[src/rtl/comet_ii_pkg.sv]
// Shared COMET II ALU definitions: op codes, FR bit positions, and sequencer states.
package comet_ii_pkg;

  localparam logic [3:0] OP_CPA  = 4'b0000;
  localparam logic [3:0] OP_CPL  = 4'b0001;
  localparam logic [3:0] OP_SLL  = 4'b0010;
  localparam logic [3:0] OP_SRL  = 4'b0011;
  localparam logic [3:0] OP_SLA  = 4'b0100;
  localparam logic [3:0] OP_SRA  = 4'b0101;
  localparam logic [3:0] OP_LD   = 4'b0111;
  localparam logic [3:0] OP_ADDA = 4'b1000;
  localparam logic [3:0] OP_SUBA = 4'b1001;
  localparam logic [3:0] OP_ADDL = 4'b1010;
  localparam logic [3:0] OP_SUBL = 4'b1011;
  localparam logic [3:0] OP_AND  = 4'b1100;
  localparam logic [3:0] OP_OR   = 4'b1101;
  localparam logic [3:0] OP_XOR  = 4'b1110;
  localparam logic [3:0] OP_NOP  = 4'b1111;

  localparam int FR_OF = 2;
  localparam int FR_SF = 1;
  localparam int FR_ZF = 0;

  typedef enum logic [1:0] {
    IDLE  = 2'd0,
    SHIFT = 2'd1,
    DONE  = 2'd2
  } state_e;

  function automatic logic is_shift(input logic [3:0] op);
    return (op == OP_SLA) || (op == OP_SRA) || (op == OP_SLL) || (op == OP_SRL);
  endfunction

endpackage

[src/rtl/comet_ii_shift_step.sv]
// One-bit shift step for SLA/SRA/SLL/SRL; returns the shifted value and the bit that fell out.
module comet_ii_shift_step
  import comet_ii_pkg::*;
#(
  parameter int WIDTH = 16
) (
  input  logic [3:0]       op,
  input  logic [WIDTH-1:0] val,
  output logic [WIDTH-1:0] nxt,
  output logic             shout
);

  // Select the single-bit move for the requested shift flavour
  always_comb begin
    nxt   = val;
    shout = 1'b0;
    case (op)
      OP_SLA: begin
        // Sign bit is pinned; the magnitude field moves left and loses bit WIDTH-2
        nxt   = {val[WIDTH-1], val[WIDTH-3:0], 1'b0};
        shout = val[WIDTH-2];
      end
      OP_SRA: begin
        nxt   = {val[WIDTH-1], val[WIDTH-1:1]};
        shout = val[0];
      end
      OP_SLL: begin
        nxt   = {val[WIDTH-2:0], 1'b0};
        shout = val[WIDTH-1];
      end
      OP_SRL: begin
        nxt   = {1'b0, val[WIDTH-1:1]};
        shout = val[0];
      end
      default: begin
        nxt   = val;
        shout = 1'b0;
      end
    endcase
  end

endmodule

[src/rtl/comet_ii_seq_alu.sv]
// Sequential COMET II ALU: single-cycle arithmetic/logic, bit-serial shifts, valid/ready on both sides.
module comet_ii_seq_alu
  import comet_ii_pkg::*;
#(
  parameter  int WIDTH = 16,
  localparam int CNT_W = $clog2(WIDTH + 1)
) (
  input  logic             clk,
  input  logic             rst,
  input  logic             in_valid,
  output logic             in_ready,
  input  logic [3:0]       op,
  input  logic [WIDTH-1:0] in0,
  input  logic [WIDTH-1:0] in1,
  output logic             out_valid,
  input  logic             out_ready,
  output logic [WIDTH-1:0] result,
  output logic [2:0]       fr,
  output logic             flag_we,
  output logic             reg_we,
  output logic             busy
);

  state_e           state_q, state_d;
  logic [CNT_W-1:0] cnt_q, cnt_d;
  logic [WIDTH-1:0] val_q, val_d;
  logic [3:0]       op_q, op_d;
  logic [WIDTH-1:0] result_q, result_d;
  logic [2:0]       fr_q, fr_d;
  logic             flag_we_q, flag_we_d;
  logic             reg_we_q, reg_we_d;

  logic [WIDTH:0]   sum_ext, dif_ext;
  logic             add_ovf, sub_ovf, signed_lt;
  logic [WIDTH-1:0] acc_res;
  logic             acc_of, acc_fwe, acc_rwe;
  logic [2:0]       acc_fr;
  logic [WIDTH-1:0] step_nxt;
  logic             step_out;

  // Shift counts beyond the datapath width behave like a full-width shift
  function automatic logic [CNT_W-1:0] sat_count(input logic [WIDTH-1:0] c);
    if (c >= WIDTH'(WIDTH)) return CNT_W'(WIDTH);
    return c[CNT_W-1:0];
  endfunction

  assign sum_ext   = {1'b0, in0} + {1'b0, in1};
  assign dif_ext   = {1'b0, in0} - {1'b0, in1};
  assign add_ovf   = (in0[WIDTH-1] == in1[WIDTH-1]) && (sum_ext[WIDTH-1] != in0[WIDTH-1]);
  assign sub_ovf   = (in0[WIDTH-1] != in1[WIDTH-1]) && (dif_ext[WIDTH-1] != in0[WIDTH-1]);
  // Sign of the difference is wrong exactly when the subtraction overflowed
  assign signed_lt = dif_ext[WIDTH-1] ^ sub_ovf;

  comet_ii_shift_step #(.WIDTH(WIDTH)) u_step (
    .op    (op_q),
    .val   (val_q),
    .nxt   (step_nxt),
    .shout (step_out)
  );

  // Single-cycle result and flags for everything except multi-bit shifts
  always_comb begin
    acc_res = in0;
    acc_of  = 1'b0;
    acc_fwe = 1'b1;
    acc_rwe = 1'b1;
    case (op)
      OP_LD:   acc_res = in1;
      OP_ADDA: begin acc_res = sum_ext[WIDTH-1:0]; acc_of = add_ovf;          end
      OP_SUBA: begin acc_res = dif_ext[WIDTH-1:0]; acc_of = sub_ovf;          end
      OP_ADDL: begin acc_res = sum_ext[WIDTH-1:0]; acc_of = sum_ext[WIDTH];   end
      OP_SUBL: begin acc_res = dif_ext[WIDTH-1:0]; acc_of = dif_ext[WIDTH];   end
      OP_AND:  acc_res = in0 & in1;
      OP_OR:   acc_res = in0 | in1;
      OP_XOR:  acc_res = in0 ^ in1;
      OP_CPA, OP_CPL: begin acc_res = dif_ext[WIDTH-1:0]; acc_rwe = 1'b0;    end
      OP_SLA, OP_SRA, OP_SLL, OP_SRL: acc_res = in0;
      default: begin acc_fwe = 1'b0; acc_rwe = 1'b0;                         end
    endcase
    acc_fr = {acc_of, acc_res[WIDTH-1], acc_res == '0};
    if (op == OP_CPA) acc_fr[FR_SF] = signed_lt;
    if (op == OP_CPL) acc_fr[FR_SF] = dif_ext[WIDTH];
    if (!acc_fwe)     acc_fr = 3'b000;
  end

  // Sequencer next state and captured operands/outputs
  always_comb begin
    state_d   = state_q;
    cnt_d     = cnt_q;
    val_d     = val_q;
    op_d      = op_q;
    result_d  = result_q;
    fr_d      = fr_q;
    flag_we_d = flag_we_q;
    reg_we_d  = reg_we_q;
    case (state_q)
      IDLE: begin
        if (in_valid && in_ready) begin
          op_d  = op;
          val_d = in0;
          cnt_d = sat_count(in1);
          if (is_shift(op) && (cnt_d != '0)) begin
            state_d = SHIFT;
          end else begin
            state_d   = DONE;
            result_d  = acc_res;
            fr_d      = acc_fr;
            flag_we_d = acc_fwe;
            reg_we_d  = acc_rwe;
          end
        end
      end
      SHIFT: begin
        val_d = step_nxt;
        cnt_d = cnt_q - CNT_W'(1);
        if (cnt_q == CNT_W'(1)) begin
          state_d   = DONE;
          result_d  = step_nxt;
          fr_d      = {step_out, step_nxt[WIDTH-1], step_nxt == '0};
          flag_we_d = 1'b1;
          reg_we_d  = 1'b1;
        end
      end
      DONE: begin
        if (out_ready) state_d = IDLE;
      end
      default: state_d = IDLE;
    endcase
  end

  // Control and visible outputs; reset clears them without waiting for a clock
  always_ff @(posedge clk or posedge rst) begin
    if (rst) begin
      state_q   <= IDLE;
      cnt_q     <= '0;
      result_q  <= '0;
      fr_q      <= 3'b000;
      flag_we_q <= 1'b0;
      reg_we_q  <= 1'b0;
    end else begin
      state_q   <= state_d;
      cnt_q     <= cnt_d;
      result_q  <= result_d;
      fr_q      <= fr_d;
      flag_we_q <= flag_we_d;
      reg_we_q  <= reg_we_d;
    end
  end

  // Working shift value and latched op; only meaningful while an operation is in flight
  always_ff @(posedge clk) begin
    val_q <= val_d;
    op_q  <= op_d;
  end

  assign in_ready  = (state_q == IDLE) && !rst;
  assign out_valid = (state_q == DONE);
  assign busy      = (state_q == SHIFT);
  assign result    = result_q;
  assign fr        = fr_q;
  assign flag_we   = flag_we_q;
  assign reg_we    = reg_we_q;

endmodule

[config.mk]
export PLATFORM = sky130hd
export DESIGN_NAME = comet_ii_seq_alu
export DESIGN_NICKNAME = d
export VERILOG_FILES = /design/src/rtl/comet_ii_pkg.sv /design/src/rtl/comet_ii_shift_step.sv /design/src/rtl/comet_ii_seq_alu.sv
export SDC_FILE = /design/constraint.sdc
export NUM_CORES = 1
export LEC_CHECK = 0
export CAP_MARGIN = 20
export CORE_ASPECT_RATIO = 1.5
export CORE_MARGIN = 4
export CORE_UTILIZATION = 50
export CTS_CLUSTER_SIZE = 14
export DETAILED_ROUTE_END_ITERATION = 8
export PLACE_DENSITY = 0.68
export SYNTH_ARGS = -nofsm -noshare
export SYNTH_HDL_FRONTEND = slang
export SYNTH_HIERARCHICAL = 1
export SYNTH_SLANG_ARGS = --single-unit
[constraint.sdc]
create_clock -name clk -period 2.4 [get_ports clk]
set_input_delay 0.24 -clock clk [delete_from_list [all_inputs] [get_ports clk]]
set_output_delay 0.24 -clock clk [all_outputs]
set_load 0.005 [all_outputs]
Yosys cells after proc, flatten, opt, wreduce, memory -nomap -nowiden
Cells that the tools add are included.
{"block": "classes", "add_sub_neg": 3, "n_mul": 0, "div_mod_pow": 0, "n_lt_le_gt_ge": 1, "eq_ne": 28, "shift": 0, "mux": 40, "bitwise_logic": 4, "n_reduce_logical": 24}
{"op": "one-hot mux 16 bit (6 select lines)", "count": 1}
{"op": "two-way mux 16 bit", "count": 4}
{"op": "one-hot mux 16 bit (2 select lines)", "count": 2}
{"op": "one-hot mux 16 bit (4 select lines)", "count": 1}
{"op": "logical NOT 16 bit", "count": 2}
{"op": "== test 4 bit, second input constant", "count": 7}
{"op": "two-way mux 5 bit", "count": 5}
{"op": "== test 4 x 3 -> 1 bit, second input constant", "count": 5}
{"op": "adder 16 x 16 -> 17 bit", "count": 1}
{"op": "subtractor 16 x 16 -> 17 bit", "count": 1}
{"op": "bitwise AND 16 bit", "count": 1}
{"op": "== test 4 x 2 -> 1 bit, second input constant", "count": 4}
{"op": "greater-or-equal comparator 16 x 5 -> 1 bit, second input constant", "count": 1}
{"op": "bitwise OR 16 bit", "count": 1}
{"op": "XOR 16 bit", "count": 1}
{"op": "OR reduction 14 bit", "count": 1}
{"op": "two-way mux 1 bit", "count": 12}
{"op": "two-way mux 3 bit", "count": 4}
{"op": "OR reduction 12 bit", "count": 1}
{"op": "one-hot mux 5 bit (2 select lines)", "count": 1}
{"op": "two-way mux 2 bit", "count": 4}
{"op": "one-hot mux 2 bit (3 select lines)", "count": 1}
{"op": "one-hot mux 3 bit (2 select lines)", "count": 1}
{"op": "== test 5 x 1 -> 1 bit, second input constant", "count": 1}
{"op": "24 further kinds", "count": 37}
{"block": "word_totals", "register_bits": 48, "latchBits": 0, "ram_bits": 0, "mem_bits_ro": 0, "input_bits": 40, "output_inout_bits": 24, "n_memories": 0}

Logic depth before layout (Yosys ltp)
Gate-level depths: netlist (run 1).
{"block": "logic_depth", "depth_word": 13, "mapped_depth": 18, "mapped_depth_nobuf": 17}

By module
Netlist (run 1), hierarchy kept.
{"mod": "comet_ii_seq_alu", "instances": 1, "cells_per_inst": 639, "area_per_inst_um2": 5168.7, "seq_area_each_um2": 1301.2}
{"mod": "comet_ii_shift_step", "instances": 1, "cells_per_inst": 45, "area_per_inst_um2": 484.2, "seq_area_each_um2": 0.0}

Worst setup path after synthesis (run 1)
OpenSTA, ideal clock, no wires.
{"block": "synth_path", "path_type": "input to register", "start": "input in0[4]", "end": "register result_q[15] (netlist: result[15])", "setup_ns": 0.125, "t_arrival_ns": 3.297, "required_time_ns": 2.275, "setup_slack_ns": -1.022, "cell_stages": 16, "path_cell_list": "inv_1 -> ha_1 -> buf_2 -> nor3_1 -> nand3_1 -> o22a_1 -> a31oi_1 -> o2bb2ai_1 -> a21oi_1 -> o21ai_0 -> fa_1 -> a221o_1 -> a21oi_1 -> o311a_1 -> o21ai_0 -> mux2_2"}
{"block": "synth_via", "elab_chain_cells": 5, "word_cells_on_any_way": 6}
{"element": "start, declared", "line": "comet_ii_seq_alu.sv:13", "rtl": "input logic [WIDTH-1:0] in0,"}
{"element": "subtractor 16 x 16 -> 17 bit or adder 16 x 16 -> 17 bit (tied branches)", "line": "comet_ii_seq_alu.sv:48, comet_ii_seq_alu.sv:47"}
{"element": "one-hot mux 16 bit (6 select lines) *", "line": "comet_ii_seq_alu.sv:67", "rtl": "case (op)"}
{"element": "two-way mux 16 bit *", "line": "comet_ii_seq_alu.sv:102", "rtl": "if (is_shift(op) && (cnt_d != '0)) begin"}
{"element": "two-way mux 16 bit *", "line": "comet_ii_seq_alu.sv:98", "rtl": "if (in_valid && in_ready) begin"}
{"element": "one-hot mux 16 bit (2 select lines) *", "line": "comet_ii_seq_alu.sv:96", "rtl": "case (state_q)"}
{"element": "end signal, assigned", "line": "comet_ii_seq_alu.sv:143", "rtl": "result_q <= result_d;"}
{"element": "end, declared", "line": "comet_ii_seq_alu.sv:28", "rtl": "logic [WIDTH-1:0] result_q, result_d;"}
Every way passes the cells marked *; elsewhere a longest branch is shown, timed or not. The select of a mux whose other input is x is not followed.
A chain may end at the register's enable or synchronous reset.

Worst setup path in the final report (run 1)
{"block": "layout_path", "start": "input in1[3]", "end": "register fr_q[1] (netlist: fr[1])"}
{"block": "layout_via", "elab_chain_cells": 11, "word_cells_on_any_way": 23}
{"element": "start, declared", "line": "comet_ii_seq_alu.sv:14", "rtl": "input logic [WIDTH-1:0] in1,"}
{"element": "greater-or-equal comparator 16 x 5 -> 1 bit", "line": "comet_ii_seq_alu.sv:43", "rtl": "if (c >= WIDTH'(WIDTH)) return CNT_W'(WIDTH);"}
{"element": "two-way mux 1 bit", "line": "comet_ii_seq_alu.sv:43"}
{"element": "two-way mux 1 bit", "line": "comet_ii_seq_alu.sv:98"}
{"element": "two-way mux 1 bit", "line": "comet_ii_seq_alu.sv:96"}
{"element": "two-way mux 5 bit", "line": "comet_ii_seq_alu.sv:44", "rtl": "return c[CNT_W-1:0];"}
{"element": "two-way mux 5 bit", "line": "comet_ii_seq_alu.sv:98"}
{"element": "two-way mux 5 bit", "line": "comet_ii_seq_alu.sv:96"}
{"element": "nonzero test 5 bit", "line": "comet_ii_seq_alu.sv:102"}
{"element": "logical AND 1 bit", "line": "comet_ii_seq_alu.sv:102"}
{"element": "!= test 2 bit (no source line)"}
{"element": "AND reduction 4 bit (no source line)"}
{"element": "end signal, assigned", "line": "comet_ii_seq_alu.sv:144", "rtl": "fr_q <= fr_d;"}
{"element": "end, declared", "line": "comet_ii_seq_alu.sv:29", "rtl": "logic [2:0] fr_q, fr_d;"}
Several ways; a longest one is shown, not always the timed one. The select of a mux whose other input is x is not followed.

==> results.ini, run 1 <==
[clock_network]
clkLatencyLatePin_ns = 0.30
htreeDepth = 2
cts_tree = yes
cts-hold-fix-buffers = 0
clock-sinks = 48
path_clk_slew_ns = 0.07
cts-root-buf = clkbuf_16
cts_buffers = 5
clockBufferDepth = 2

[detailed_routing]
drc = 0
wl_per_cell_um = 22.4
wl_um = 25500
via_per_inst = 6.36
vias = 7236
ant_nets = 0
dr.pass1.iters = 5
detail_route.iter0.violations = 560

[timing]
hold_violations = 0
period_share_pct = 128
setup_ws_ns = -0.673
finalCriticalPeriod_ns = 3.07
tns_ns = -4.22
timing.fmax_mhz = 325
slew_viol_final = 0
slew-limit-headroom_pct = 66.9
rsz0062_at_grt = true
worstMarginPinSlew_ns = 0.492
setup_viol = 12
fin_worst_skew_ns = 0.00358

[floorplanning]
boundaryPins = 64
die_h_um = 138
num_rows = 47
coreArea_um2 = 11100
die_x_um = 94.8
die_area_um2 = 13100
start_util_pct = 51.1

[layout]
drive_gt1_share_pct = 47.0
fin_nets = 1084
design_area_um2 = 9170
syn_to_final_growth_pct = 62.1
fin_util_pct = 82.9
fill_cells = 725

[synthesis]
synth_top_flop_cell = dfrtp_1
synth_area_per_cell_um2 = 8.26
synth_fa_ha_area_share_pct = 12.8
synth_compound_area_share_pct = 27.4
yosysWarnings = 6
yosys.area_share.xor_xnor_pct = 1.53
synthArstFlopShare_pct = 58.3
synth_top_family_by_area = compound AO/OA/AOI/OAI gates
syn_nets = 780
yosysSeqAreaShare_pct = 23.0
synth_edf_count = 20
yosys.area_share.simple_pct = 18.8
synth_cells = 684
synth-seq-cells = 48
yosys.cell_types.count = 78
muxShareOfSynthArea_pct = 9.61
synthesis.area_um2 = 5650

[setup_path]
end_kind = register
critPathMaxFanout = 3
rrSetupSlack_ns = -0.15
worstPathArrival_ns = 3.25
critPathLaunchType = primary input
worstRegToRegCells = 9
reg2reg_to = fr[0]$_DFFE_PP0P_
worstSetupPathType = in -> reg
crit_path_end = fr[1]$_DFFE_PP0P_
worstPathRequired_ns = 2.58
timing.rr.start = op_q[2]$_DFFE_PP_
crit_path_start = in1[3]

[grt]
grt_pass1_wl_um = 37400
gr-usage-all-layers_pct = 36.4
grt_pass1_vias = 7345
gr-total-overflow = 0
grt_max_degree = 29
antenna_found_initial = 1

[place]
io_buffer_count = 63
hpwl_um = 18600
gp_congestion = 1.02
dpl_cell_area_um2 = 8180
pre_cts_slack_ns = -1.59

[pwr]
peakVddDrop_mv = 0.349
p_total_uw = 5750
power_density_nw_per_um2 = 627
p_leak_uw = 0.00418

[status]
status = finished with violations
violations = setup timing

[job]
maxCapViolCount = 0

[hold_path]
worstHoldPathType = in -> reg

[cell type report]
| cell class | instances | area [µm²] | area share (%) |
|---|---|---|---|
| Antenna cell | 1 | 2.50 | 0.0273 |
| Clock buffer | 6 | 129 | 1.41 |
| Clock inverter | 2 | 35.0 | 0.382 |
| Inverter | 56 | 229 | 2.50 |
| Multi-Input combinational cell | 541 | 4580 | 50.0 |
| Sequential cell | 48 | 1300 | 14.2 |
| Tap cell | 147 | 184 | 2.01 |
| Timing Repair Buffer | 336 | 2700 | 29.5 |
[per-layer routing]
| layer | share of wire [%] | wire length (µm) | track usage, % | up-vias |
|---|---|---|---|---|
| met1 | 34 | 8550 | 38.2 | 3421 |
| met3 | 7.1 | 1810 | 4.95 | 172 |
| met5 | 0 | 0 | 0 | - |
| met4 | 7.9 | 2020 | 22.7 | 0 |
| li1 | - | - | - | 3154 |
| met2 | 51 | 13100 | 66.1 | 489 |
[sequential cells by signal, summed over array words and instances (netlist names)]
| register | flops |
|---|---|
| flag_we | 1 |
| cnt_q | 5 |
| result | 16 |
| fr | 3 |
| reg_we | 1 |
| op_q | 4 |
| val_q | 16 |
| state_q | 2 |
[how the worst min path moves through the flow]
stage / endpoint / cells past startpoint / start
2_1_floorplan: cnt_q[0]$_DFFE_PP0P_ / 1 / rst
3_5_place_dp: cnt_q[3]$_DFFE_PP0P_ / 1 / cnt_q[3]$_DFFE_PP0P_
6_report: cnt_q[1]$_DFFE_PP0P_ / 4 / in1[1]
5_1_grt: cnt_q[1]$_DFFE_PP0P_ / 4 / in1[1]
4_1_cts: cnt_q[1]$_DFFE_PP0P_ / 4 / in1[1]
3_3_place_gp: result[14]$_DFFE_PP0P_ / 1 / result[14]$_DFFE_PP0P_
[synth_stat cells (8+ instances only)]
cell type | number | area (µm²)
nand2_1 | 55 | 206
inv_1 | 54 | 203
nand2b_1 | 8 | 50.1
nor3_1 | 21 | 105
a211oi_1 | 9 | 67.6
clkbuf_1 | 27 | 101
ha_1 | 53 | 663
o221ai_1 | 8 | 70.1
o21ai_0 | 52 | 260
a21oi_1 | 40 | 200
a21o_1 | 8 | 60.1
nor4_1 | 12 | 75.1
mux2_4 | 9 | 135
dfrtp_1 | 28 | 701
edfxtp_1 | 20 | 601
nor2b_1 | 12 | 75.1
mux2_2 | 30 | 338
a31oi_1 | 8 | 50.1
o211ai_1 | 9 | 67.6
a22oi_1 | 9 | 67.6
o31ai_1 | 8 | 60.1
nor2_1 | 49 | 184
o22ai_1 | 10 | 62.6
[metrics by stage]
| step | std cells | hold WS (ns) |
|---|---|---|
| after floorplan | 684 | 0.305 |
| after global placement | 1092 | 0.479 |
| after detailed placement | 1092 | 0.494 |
| after CTS | 1118 | 0.301 |
| after global routing | 1137 | 0.316 |
| final | 1137 | 0.307 |
[logic make-up (layout without fill, tap and decap cells)]
group	after synthesis	in the layout
buffers and inverters	95	400
AO/OA/AOI/OAI	222	222
other	0	1
AND/OR/NAND/NOR	208	208
adder cells (fa/ha/maj)	56	56
flip-flops	48	48
XOR/XNOR	9	9
multiplexers	46	46
[critical path: stages]
cell       delay, ns
buf_8           0.10
inv_6           0.05
ha_4            0.21
nor3_4          0.23
nand3_2         0.09
o22a_4          0.23
a31oi_4         0.22
o2bb2ai_4       0.14
a21oi_2         0.08
o21ai_2         0.16
fa_1            0.45
a221o_1         0.37
a21oi_2         0.10
o311a_1         0.22
buf_6           0.12
a211o_1         0.14
a31oi_1         0.09
[what timing repair did]
action / in CTS / in global routing
cloned: 0 / 1
endpoints found under the setup margin: 22 / 19
buffers inserted: 19 / 17
pin swaps: 55 / 44
resized for setup: 164 / 81
[layout by cell type, fill, tap and decap left out, types with 26 or more instances in the layout]
cell / count
buf_4: 256
nand2_1: 51
nor2_1: 46
o21ai_0: 40
ha_1: 36
clkdlybuf4s50_1: 34
inv_1: 29
a21oi_1: 28
dfrtp_1: 28
mux2_2: 26
[report_power, final]
group | switching, µW | internal (µW) | total [µW]
logic | 1650 | 1740 | 3400
clock network | 324 | 491 | 815
registers | 284 | 1250 | 1530
Power figures use the tool's default switching activity.
==> inputs of run 2 (changes only) <==
HOLD_SLACK_MARGIN = 0.03   (was not set)
==> results of run 2 <==
Same layout as run 1: the final DEF is identical, and so are final timing and power.
